===== src/rtl/branch_resolve_stage_pkg.sv =====
// Shared RISC-V control-flow constants, D/E payload and immediate helpers.
// Also used by the fetch stage.
package branch_resolve_stage_pkg;

  localparam int unsigned XLEN   = 32;
  localparam int unsigned REG_AW = 5;
  localparam int unsigned OPC_W  = 7;
  localparam int unsigned F3_W   = 3;

  localparam logic [XLEN-1:0]  ZERO_W     = '0;
  localparam logic [OPC_W-1:0] OPC_JAL    = 7'b1101111;
  localparam logic [OPC_W-1:0] OPC_JALR   = 7'b1100111;
  localparam logic [OPC_W-1:0] OPC_BRANCH = 7'b1100011;

  localparam logic [F3_W-1:0] F3_BEQ  = 3'b000;
  localparam logic [F3_W-1:0] F3_BNE  = 3'b001;
  localparam logic [F3_W-1:0] F3_R010 = 3'b010;
  localparam logic [F3_W-1:0] F3_R011 = 3'b011;
  localparam logic [F3_W-1:0] F3_BLT  = 3'b100;
  localparam logic [F3_W-1:0] F3_BGE  = 3'b101;
  localparam logic [F3_W-1:0] F3_BLTU = 3'b110;
  localparam logic [F3_W-1:0] F3_BGEU = 3'b111;

  typedef enum logic {
    ST_RUN    = 1'b0,
    ST_SQUASH = 1'b1
  } state_e;

  typedef struct packed {
    logic            valid;
    logic [XLEN-1:0] instr;
    logic [XLEN-1:0] pc;
    logic [XLEN-1:0] rs1;
    logic [XLEN-1:0] rs2;
  } de_reg_t;

  function automatic logic [XLEN-1:0] imm_i(input logic [XLEN-1:0] instr);
    return {{20{instr[31]}}, instr[31:20]};
  endfunction

  function automatic logic [XLEN-1:0] imm_b(input logic [XLEN-1:0] instr);
    return {{20{instr[31]}}, instr[7], instr[30:25], instr[11:8], 1'b0};
  endfunction

  function automatic logic [XLEN-1:0] imm_j(input logic [XLEN-1:0] instr);
    return {{12{instr[31]}}, instr[19:12], instr[20], instr[30:21], 1'b0};
  endfunction

endpackage


===== src/rtl/branch_resolve_stage_branch_cmp.sv =====
// Conditional-branch comparator: decodes funct3 into taken/illegal.
module branch_cmp
  import branch_resolve_stage_pkg::*;
(
  input  logic [F3_W-1:0] i_funct3,
  input  logic [XLEN-1:0] i_rs1,
  input  logic [XLEN-1:0] i_rs2,
  output logic            o_taken_c,
  output logic            o_illegal_c
);

  logic w_eq;
  logic w_lt;
  logic w_ltu;

  assign w_eq  = (i_rs1 == i_rs2);
  assign w_lt  = ($signed(i_rs1) < $signed(i_rs2));
  assign w_ltu = (i_rs1 < i_rs2);

  always_comb begin
    o_taken_c   = 1'b0;
    o_illegal_c = 1'b0;
    case (i_funct3)
      F3_BEQ:  o_taken_c = w_eq;
      F3_BNE:  o_taken_c = ~w_eq;
      F3_BLT:  o_taken_c = w_lt;
      F3_BGE:  o_taken_c = ~w_lt;
      F3_BLTU: o_taken_c = w_ltu;
      F3_BGEU: o_taken_c = ~w_ltu;
      F3_R010, F3_R011: o_illegal_c = 1'b1;
      default: o_taken_c = 1'b0;
    endcase
  end

endmodule


===== src/rtl/branch_resolve_stage.sv =====
// Decode-to-execute register plus JAL/JALR/branch resolution and fetch redirect.
// A redirect squashes the two younger instructions already in flight.
module branch_resolve_stage
  import branch_resolve_stage_pkg::*;
(
  input  logic              clk,
  input  logic              rst,
  input  logic [XLEN-1:0]   i_instr_d,
  input  logic [XLEN-1:0]   i_pc_d,
  output logic [REG_AW-1:0] o_rs1_addr,
  output logic [REG_AW-1:0] o_rs2_addr,
  input  logic [XLEN-1:0]   i_rs1_data,
  input  logic [XLEN-1:0]   i_rs2_data,
  output logic              o_pc_r,
  output logic [XLEN-1:0]   o_pc_ex,
  output logic [XLEN-1:0]   o_pc_disp,
  output logic              o_valid_e,
  output logic [XLEN-1:0]   o_instr_e,
  output logic [XLEN-1:0]   o_pc_e,
  output logic              o_link_we,
  output logic [REG_AW-1:0] o_link_rd,
  output logic [XLEN-1:0]   o_link_data,
  output logic              o_illegal_e,
  output logic [XLEN-1:0]   o_redirect_cnt
);

  de_reg_t         r_de;
  state_e          r_state;
  state_e          w_state_nxt;
  logic            w_kill;
  logic [XLEN-1:0] r_redirect_cnt;

  logic [OPC_W-1:0] w_opcode;
  logic             w_is_jal;
  logic             w_is_jalr;
  logic             w_is_branch;
  logic             w_taken;
  logic             w_illegal;
  logic [XLEN-1:0]  w_jalr_sum;
  logic             w_pc_r;
  logic [XLEN-1:0]  w_pc_ex;
  logic [XLEN-1:0]  w_pc_disp;

  assign o_rs1_addr = i_instr_d[19:15];
  assign o_rs2_addr = i_instr_d[24:20];

  assign w_opcode    = r_de.instr[6:0];
  assign w_is_jal    = (w_opcode == OPC_JAL);
  assign w_is_jalr   = (w_opcode == OPC_JALR);
  assign w_is_branch = (w_opcode == OPC_BRANCH);
  assign w_jalr_sum  = r_de.rs1 + imm_i(r_de.instr);

  branch_cmp u_branch_cmp (
    .i_funct3    (r_de.instr[14:12]),
    .i_rs1       (r_de.rs1),
    .i_rs2       (r_de.rs2),
    .o_taken_c   (w_taken),
    .o_illegal_c (w_illegal)
  );

  // Redirect triple, driven only by a live execute slot
  always_comb begin
    w_pc_r    = 1'b0;
    w_pc_ex   = ZERO_W;
    w_pc_disp = ZERO_W;
    if (r_de.valid) begin
      if (w_is_jal) begin
        w_pc_r    = 1'b1;
        w_pc_ex   = r_de.pc;
        w_pc_disp = imm_j(r_de.instr);
      end else if (w_is_jalr) begin
        w_pc_r    = 1'b1;
        w_pc_ex   = {w_jalr_sum[XLEN-1:1], 1'b0};
      end else if (w_is_branch && w_taken) begin
        w_pc_r    = 1'b1;
        w_pc_ex   = r_de.pc;
        w_pc_disp = imm_b(r_de.instr);
      end
    end
  end

  // Squash FSM: the redirect edge kills P+4, the following edge kills P+8
  always_comb begin
    w_state_nxt = r_state;
    w_kill      = 1'b0;
    case (r_state)
      ST_RUN: begin
        if (w_pc_r) begin
          w_state_nxt = ST_SQUASH;
          w_kill      = 1'b1;
        end
      end
      ST_SQUASH: begin
        w_state_nxt = ST_RUN;
        w_kill      = 1'b1;
      end
      default: w_state_nxt = ST_RUN;
    endcase
  end

  always_ff @(posedge clk or negedge rst) begin
    if (!rst) begin
      r_state <= ST_RUN;
    end else begin
      r_state <= w_state_nxt;
    end
  end

  always_ff @(posedge clk or negedge rst) begin
    if (!rst) begin
      r_de <= '0;
    end else begin
      r_de.valid <= (i_instr_d != ZERO_W) & ~w_kill;
      r_de.instr <= i_instr_d;
      r_de.pc    <= i_pc_d;
      r_de.rs1   <= i_rs1_data;
      r_de.rs2   <= i_rs2_data;
    end
  end

  always_ff @(posedge clk or negedge rst) begin
    if (!rst) begin
      r_redirect_cnt <= ZERO_W;
    end else if (w_pc_r) begin
      r_redirect_cnt <= r_redirect_cnt + XLEN'(1);
    end
  end

  assign o_pc_r         = w_pc_r;
  assign o_pc_ex        = w_pc_ex;
  assign o_pc_disp      = w_pc_disp;
  assign o_valid_e      = r_de.valid;
  assign o_instr_e      = r_de.instr;
  assign o_pc_e         = r_de.pc;
  assign o_link_we      = r_de.valid & (w_is_jal | w_is_jalr);
  assign o_link_rd      = r_de.instr[11:7];
  assign o_link_data    = r_de.pc + XLEN'(4);
  assign o_illegal_e    = r_de.valid & w_is_branch & w_illegal;
  assign o_redirect_cnt = r_redirect_cnt;

endmodule


===== config.mk =====
export PLATFORM = sky130hd
export DESIGN_NAME = branch_resolve_stage
export DESIGN_NICKNAME = d
export VERILOG_FILES = /design/src/rtl/branch_resolve_stage_pkg.sv /design/src/rtl/branch_resolve_stage_branch_cmp.sv /design/src/rtl/branch_resolve_stage.sv
export SDC_FILE = /design/constraint.sdc
export NUM_CORES = 1
export LEC_CHECK = 0
export ABC_AREA = 1
export CAP_MARGIN = 10
export CORE_MARGIN = 3
export CORE_UTILIZATION = 29
export DETAILED_ROUTE_END_ITERATION = 16
export PLACE_DENSITY = 0.54
export SLEW_MARGIN = 20
export SYNTH_ARGS = -nofsm -noshare
export SYNTH_HDL_FRONTEND = slang
export SYNTH_HIERARCHICAL = 1
export SYNTH_SLANG_ARGS = --single-unit

===== constraint.sdc =====
create_clock -name clk -period 5.4 [get_ports clk]
set_input_delay 1.08 -clock clk [delete_from_list [all_inputs] [get_ports clk]]
set_output_delay 1.08 -clock clk [all_outputs]
set_load 0.02 [all_outputs]

# After elaboration in Yosys (flattened, before gate mapping)
# Cells that the tools add are included.
totals:
  romBits: 0
  ff_bits: 162
  ram_bits: 0
  memories: 0
  latch_bits: 0
classes:
  div_mod_pow: 0
  mul: 0
  add_sub_neg: 3
  mux: 17
  n_bitwise: 10
  order_cmp: 2
  n_shift: 0
  eq_ne: 11
  n_reduce_logical: 4
op_table:
  columns: ["cell", "count"]
  rows:
  - ["32-bit two-way mux", 8]
  - ["32-bit less-than comparator", 2]
  - ["32-bit by 1-bit adder with 32-bit output, second input constant", 1]
  - ["32-bit by 3-bit adder with 32-bit output, second input constant", 1]
  - ["32-bit adder", 1]
  - ["32-bit equality test", 1]
  - ["32-bit nonzero test", 1]
  - ["7-bit equality test, second input constant", 3]
  - ["3-bit equality test, second input constant", 4]
  - ["3-bit by 2-bit equality test with 1-bit output, second input constant", 2]
  - ["1-bit two-way mux", 6]
  - ["1-bit one-hot mux with 6 select lines", 1]
  - ["1-bit inverter", 5]
  - ["1-bit bitwise AND", 4]
  - ["1-bit one-hot mux with 2 select lines", 2]
  - ["3-bit by 1-bit equality test with 1-bit output, second input constant", 1]
  - ["3-bit logical NOT", 1]
  - ["2-bit OR reduction", 1]
  - ["1-bit logical AND", 1]
  - ["1-bit OR", 1]

# Logic depth before layout (Yosys ltp)
depth:
  depth_word: 12
  mapped_depth: 25
  ltp_nobuf: 25

# By module
# Netlist, hierarchy kept.
modules_own_cells:
  columns: ["mod", "area_per_inst_um2", "cells_each", "instances", "seq_area_each_um2"]
  rows:
  - ["branch_resolve_stage", 9700.6, 1265, 1, 4053.9]
  - ["branch_cmp", 985.9, 168, 1, 0.0]

# Worst setup path after synthesis
# OpenSTA, ideal clock, no wires.
synth_path:
  path_kind: "reg-to-output"
  start: "register r_de[63] in the netlist's numbering"
  end: "output port o_pc_disp[12]"
  n_path_buf: 0
  setup_slack_ps: 1208
  required_ps: 4320
  arrival_time_ps: 3112
  stages_incl_launch_ff: 16
  path_cell_list: "dfrtp_1 ha_1 a21oi_1 o21a_1 nand2_1 a21oi_1 nand3_1 nand2_1 nand2_1 nand3_2 nand3_2 nand2_2 nand2_1 nor2_1 a31oi_2 nor2_1"
synth_between:
  elab_chain_cells: 8
  elab_cells_between_ends: 12
synth_rtl:
  columns: ["element", "line_no", "text"]
  rows:
  - ["start: declaration", "branch_resolve_stage.sv:27", "de_reg_t r_de;"]
  - ["32-bit less-than comparator, or another cell as far along", "branch_resolve_stage_branch_cmp.sv:18", "assign w_ltu = (i_rs1 < i_rs2);"]
  - ["1-bit inverter (on tied branches)", "branch_resolve_stage_branch_cmp.sv:29, branch_resolve_stage_branch_cmp.sv:25, branch_resolve_stage_branch_cmp.sv:27", null]
  - ["1-bit one-hot mux with 6 select lines (*)", "branch_resolve_stage_branch_cmp.sv:23", "case (i_funct3)"]
  - ["named net w_taken", "branch_resolve_stage.sv:37", "logic w_taken;"]
  - ["1-bit logical AND (*)", "branch_resolve_stage.sv:74", "end else if (w_is_branch && w_taken) begin"]
  - ["32-bit two-way mux (*)", "branch_resolve_stage.sv:74", null]
  - ["32-bit two-way mux (*)", "branch_resolve_stage.sv:71", "end else if (w_is_jalr) begin"]
  - ["32-bit two-way mux (*)", "branch_resolve_stage.sv:67", "if (w_is_jal) begin"]
  - ["32-bit two-way mux (*)", "branch_resolve_stage.sv:66", "if (r_de.valid) begin"]
  - ["end: declaration", "branch_resolve_stage.sv:16", "output logic [XLEN-1:0] o_pc_disp,"]
# The timed path passes the listed nets; every way through them passes the cells marked *.

# Worst setup path in the final report
layout_path:
  start: "register r_de[39] in the netlist's numbering"
  end: "output port o_pc_disp[19]"
# Same word-level chain as after synthesis.

==> results_dict.tcl <==
set metrics [dict create \
    cp_max_fo 12 \
    maxCapViolCount 0 \
    startpoint_type "flip-flop" \
    synth_cells 1433 \
    criticalPathCategory "flip-flop to primary output" \
    regArea_um2 4050 \
    die_y_um 198 \
    hp-start "r_state" \
    vias 9871 \
    postCtsSetupRepairBufs 0 \
    gr-total-overflow 0 \
    synth-seq-cells 162 \
    syn_avg_cell_area_um2 7.46 \
    hpwl_mm 32.8 \
    clkTransAtPathRegs_ns 0.07 \
    top_layer "met5" \
    period_share_pct 94.6 \
    die_x_um 198 \
    gp_congestion 0.924 \
    drtIter0Drc 655 \
    ys_seq_area_share_pct 37.9 \
    timing.rr.start "r_de[39]" \
    outcome "completed" \
    start_util_pct 29.8 \
    multi_input_area_um2 5080 \
    syn_to_final_growth_pct 36.5 \
    synthArstFlopShare_pct 100 \
    hold_path_class "flip-flop to flip-flop" \
    io_pins 341 \
    synth_area_um2 10700 \
    antenna_found_initial 6 \
    grt_first_pass_wirelength_mm 60.3 \
    cts_max_path_buffers 2 \
    drc 0 \
    finish.utilization_pct 40.6 \
    place_area_um2 14000 \
    vias_per_cell 4.56 \
    setup-violations-final 0 \
    grt_usage_pct 20.5 \
    die-area_um2 39200 \
    grt_pass1_vias 10200 \
    wl_per_cell_um 18.6 \
    post-route-min-period_ns 5.11 \
    tns_ns 0 \
    cts.hold.buffers_added 0 \
    antenna_left 0 \
    max_freq_mhz 196 \
    final_area_um2 14600 \
    synth_cell_types 37 \
    slew_violations 0 \
    io_buffers 339 \
    dr.pass1.iters 5 \
    cts_root_buf "clkbuf_16" \
    hold_viol 0 \
    rows 69 \
    rsz0062_at_grt "false" \
    n_fill_cell 3719 \
    arrival_ns 4.03 \
    p_per_area_nw_per_um2 224 \
    htree_num_levels 4 \
    critPathRequiredTime_ns 4.32 \
    p_leak_nw 6.93 \
    end_kind "primary output" \
    clock_latency_ns 0.45 \
    synth_nets 1628 \
    wl_met2_mm 19.7 \
    ir_drop_mv 0.194 \
    synth_edf_count 0 \
    nets 1884 \
    cts_buffers 17 \
    worst_slew_pin_slew_ns 0.941 \
    clock_sinks 162 \
    yosys_warnings 6 \
    cts_tree "built" \
    synthFlopType "dfrtp_1" \
    core_area_um2 35900 \
    skew_ns 0.0172 \
    slew_headroom_pct 37.3 \
    wl_mm 40.2 \
    dr_wl_met3_mm 2.72 \
    crit_path_start "r_de[39]" \
    grt_max_degree 99 \
    drive_above_1_share_pct 4.64 \
    wl_met1_mm 17.1 \
]
state kept, by name, indices dropped and copies added, names as in the netlist:
register        cells
o_instr_e          32
o_pc_e             32
o_redirect_cnt     32
o_valid_e           1
r_de               64
r_state             1
where the power goes:
group	total, W	switching [W]	internal, W
Combinational	0.000694	0.000394	0.000299
Sequential	0.00133	0.0000657	0.00127
Clock	0.00124	0.000574	0.000665
Total	0.00327	0.00103	0.00223
placed cells by master (no fill, tap or decap), types with 5 or more instances in the layout:
master	n
nor3_1	29
o21ai_0	64
nand3_2	9
nor2_1	112
nand3_1	52
dfrtp_1	162
a21oi_1	69
nand4_1	18
ha_1	64
inv_1	214
xnor2_1	9
xor2_1	53
clkbuf_16	17
clkdlybuf4s50_1	338
buf_4	7
nand2_1	401
nor2_4	6
nand2_2	5
nor2_2	7
nor4_1	19
stage by stage:
| stage | power [W] | hold WS (ns) | cells | setup slack (ns) |
|---|---|---|---|---|
| after floorplan | 0.00173 | 0.405 | 1433 | 1.21 |
| after global placement | 0.00205 | 0.419 | 2131 | 0.539 |
| after detailed placement | 0.00205 | 0.428 | 2131 | 0.428 |
| after CTS | 0.00331 | 0.439 | 2163 | 0.0738 |
| after global routing | 0.00344 | 0.454 | 2163 | 0.0293 |
| final | 0.00327 | 0.433 | 2164 | 0.293 |
critical path, cell delays in order, from the launching register on:
cell	delay [ns]
dfrtp_1	0.39
ha_1	0.30
nand2_1	0.07
nor2_1	0.16
nand4_1	0.17
nor2_1	0.32
a21boi_0	0.14
nor2_1	0.12
inv_1	0.04
nand2_1	0.07
nor2_2	0.04
nand3_2	0.08
nand3_4	0.19
nand2_4	0.21
nand2_1	0.09
nor2_1	0.22
a31oi_4	0.13
nor2_1	0.18
clkdlybuf4s50_1	0.64
synth_stat cells, types with 12 or more instances:
library cell / count / share of area (%)
xor2_1: 53 / 4.3
nand4_1: 18 / 1.1
dfrtp_1: 162 / 38
clkbuf_1: 12 / 0.42
ha_1: 64 / 7.5
nand3_1: 52 / 2.4
nor2_1: 112 / 3.9
nor4_1: 19 / 1.1
o21ai_0: 65 / 3.0
nand2_1: 401 / 14
inv_1: 215 / 7.6
nor3_1: 29 / 1.4
buf_4: 93 / 6.5
a21oi_1: 69 / 3.2
metal layers:
layer / global-route usage, % / up-vias
met3: 5.58 / 40
met5: 0 / -
met4: 4.72 / 8
met1: 25.5 / 4600
met2: 35.5 / 302
li1: - / 4921
layout make-up:
cell class | count | area share (%)
Multi-Input combinational cell | 945 | 34.8
Sequential cell | 162 | 27.8
Timing Repair Buffer | 347 | 23.8
Inverter | 216 | 5.59
Tap cell | 461 | 3.96
Clock buffer | 19 | 3.04
Clock inverter | 13 | 1.03
Antenna cell | 1 | 0.0172
path summary, 6_finish.rpt:
kind	to	slack [ns]	cells after the start
max	o_pc_disp[19]	0.29	18
min	r_state	0.43	1
max reg2reg	o_redirect_cnt[15]	1.91	17
min reg2reg	r_state	0.43	1
max in group asynchronous	o_instr_e[3]	3.79	2
min in group asynchronous	r_de[10]	0.62	1
repair_timing:
item                       CTS  global route
hold endpoints to repair     0             0
setup endpoints to repair    8            39
resized for setup            1             4
cloned                       0             0
cells by family after synthesis:
logic type / share of synthesized area [%]
xor+xnor: 5.08
compound gates: 7.17
buf+inv: 14.8
fa+ha+maj: 7.68
other cells: 0.0351
flops: 37.9
simple gates: 27.3
(Power assumes the default switching activity.)
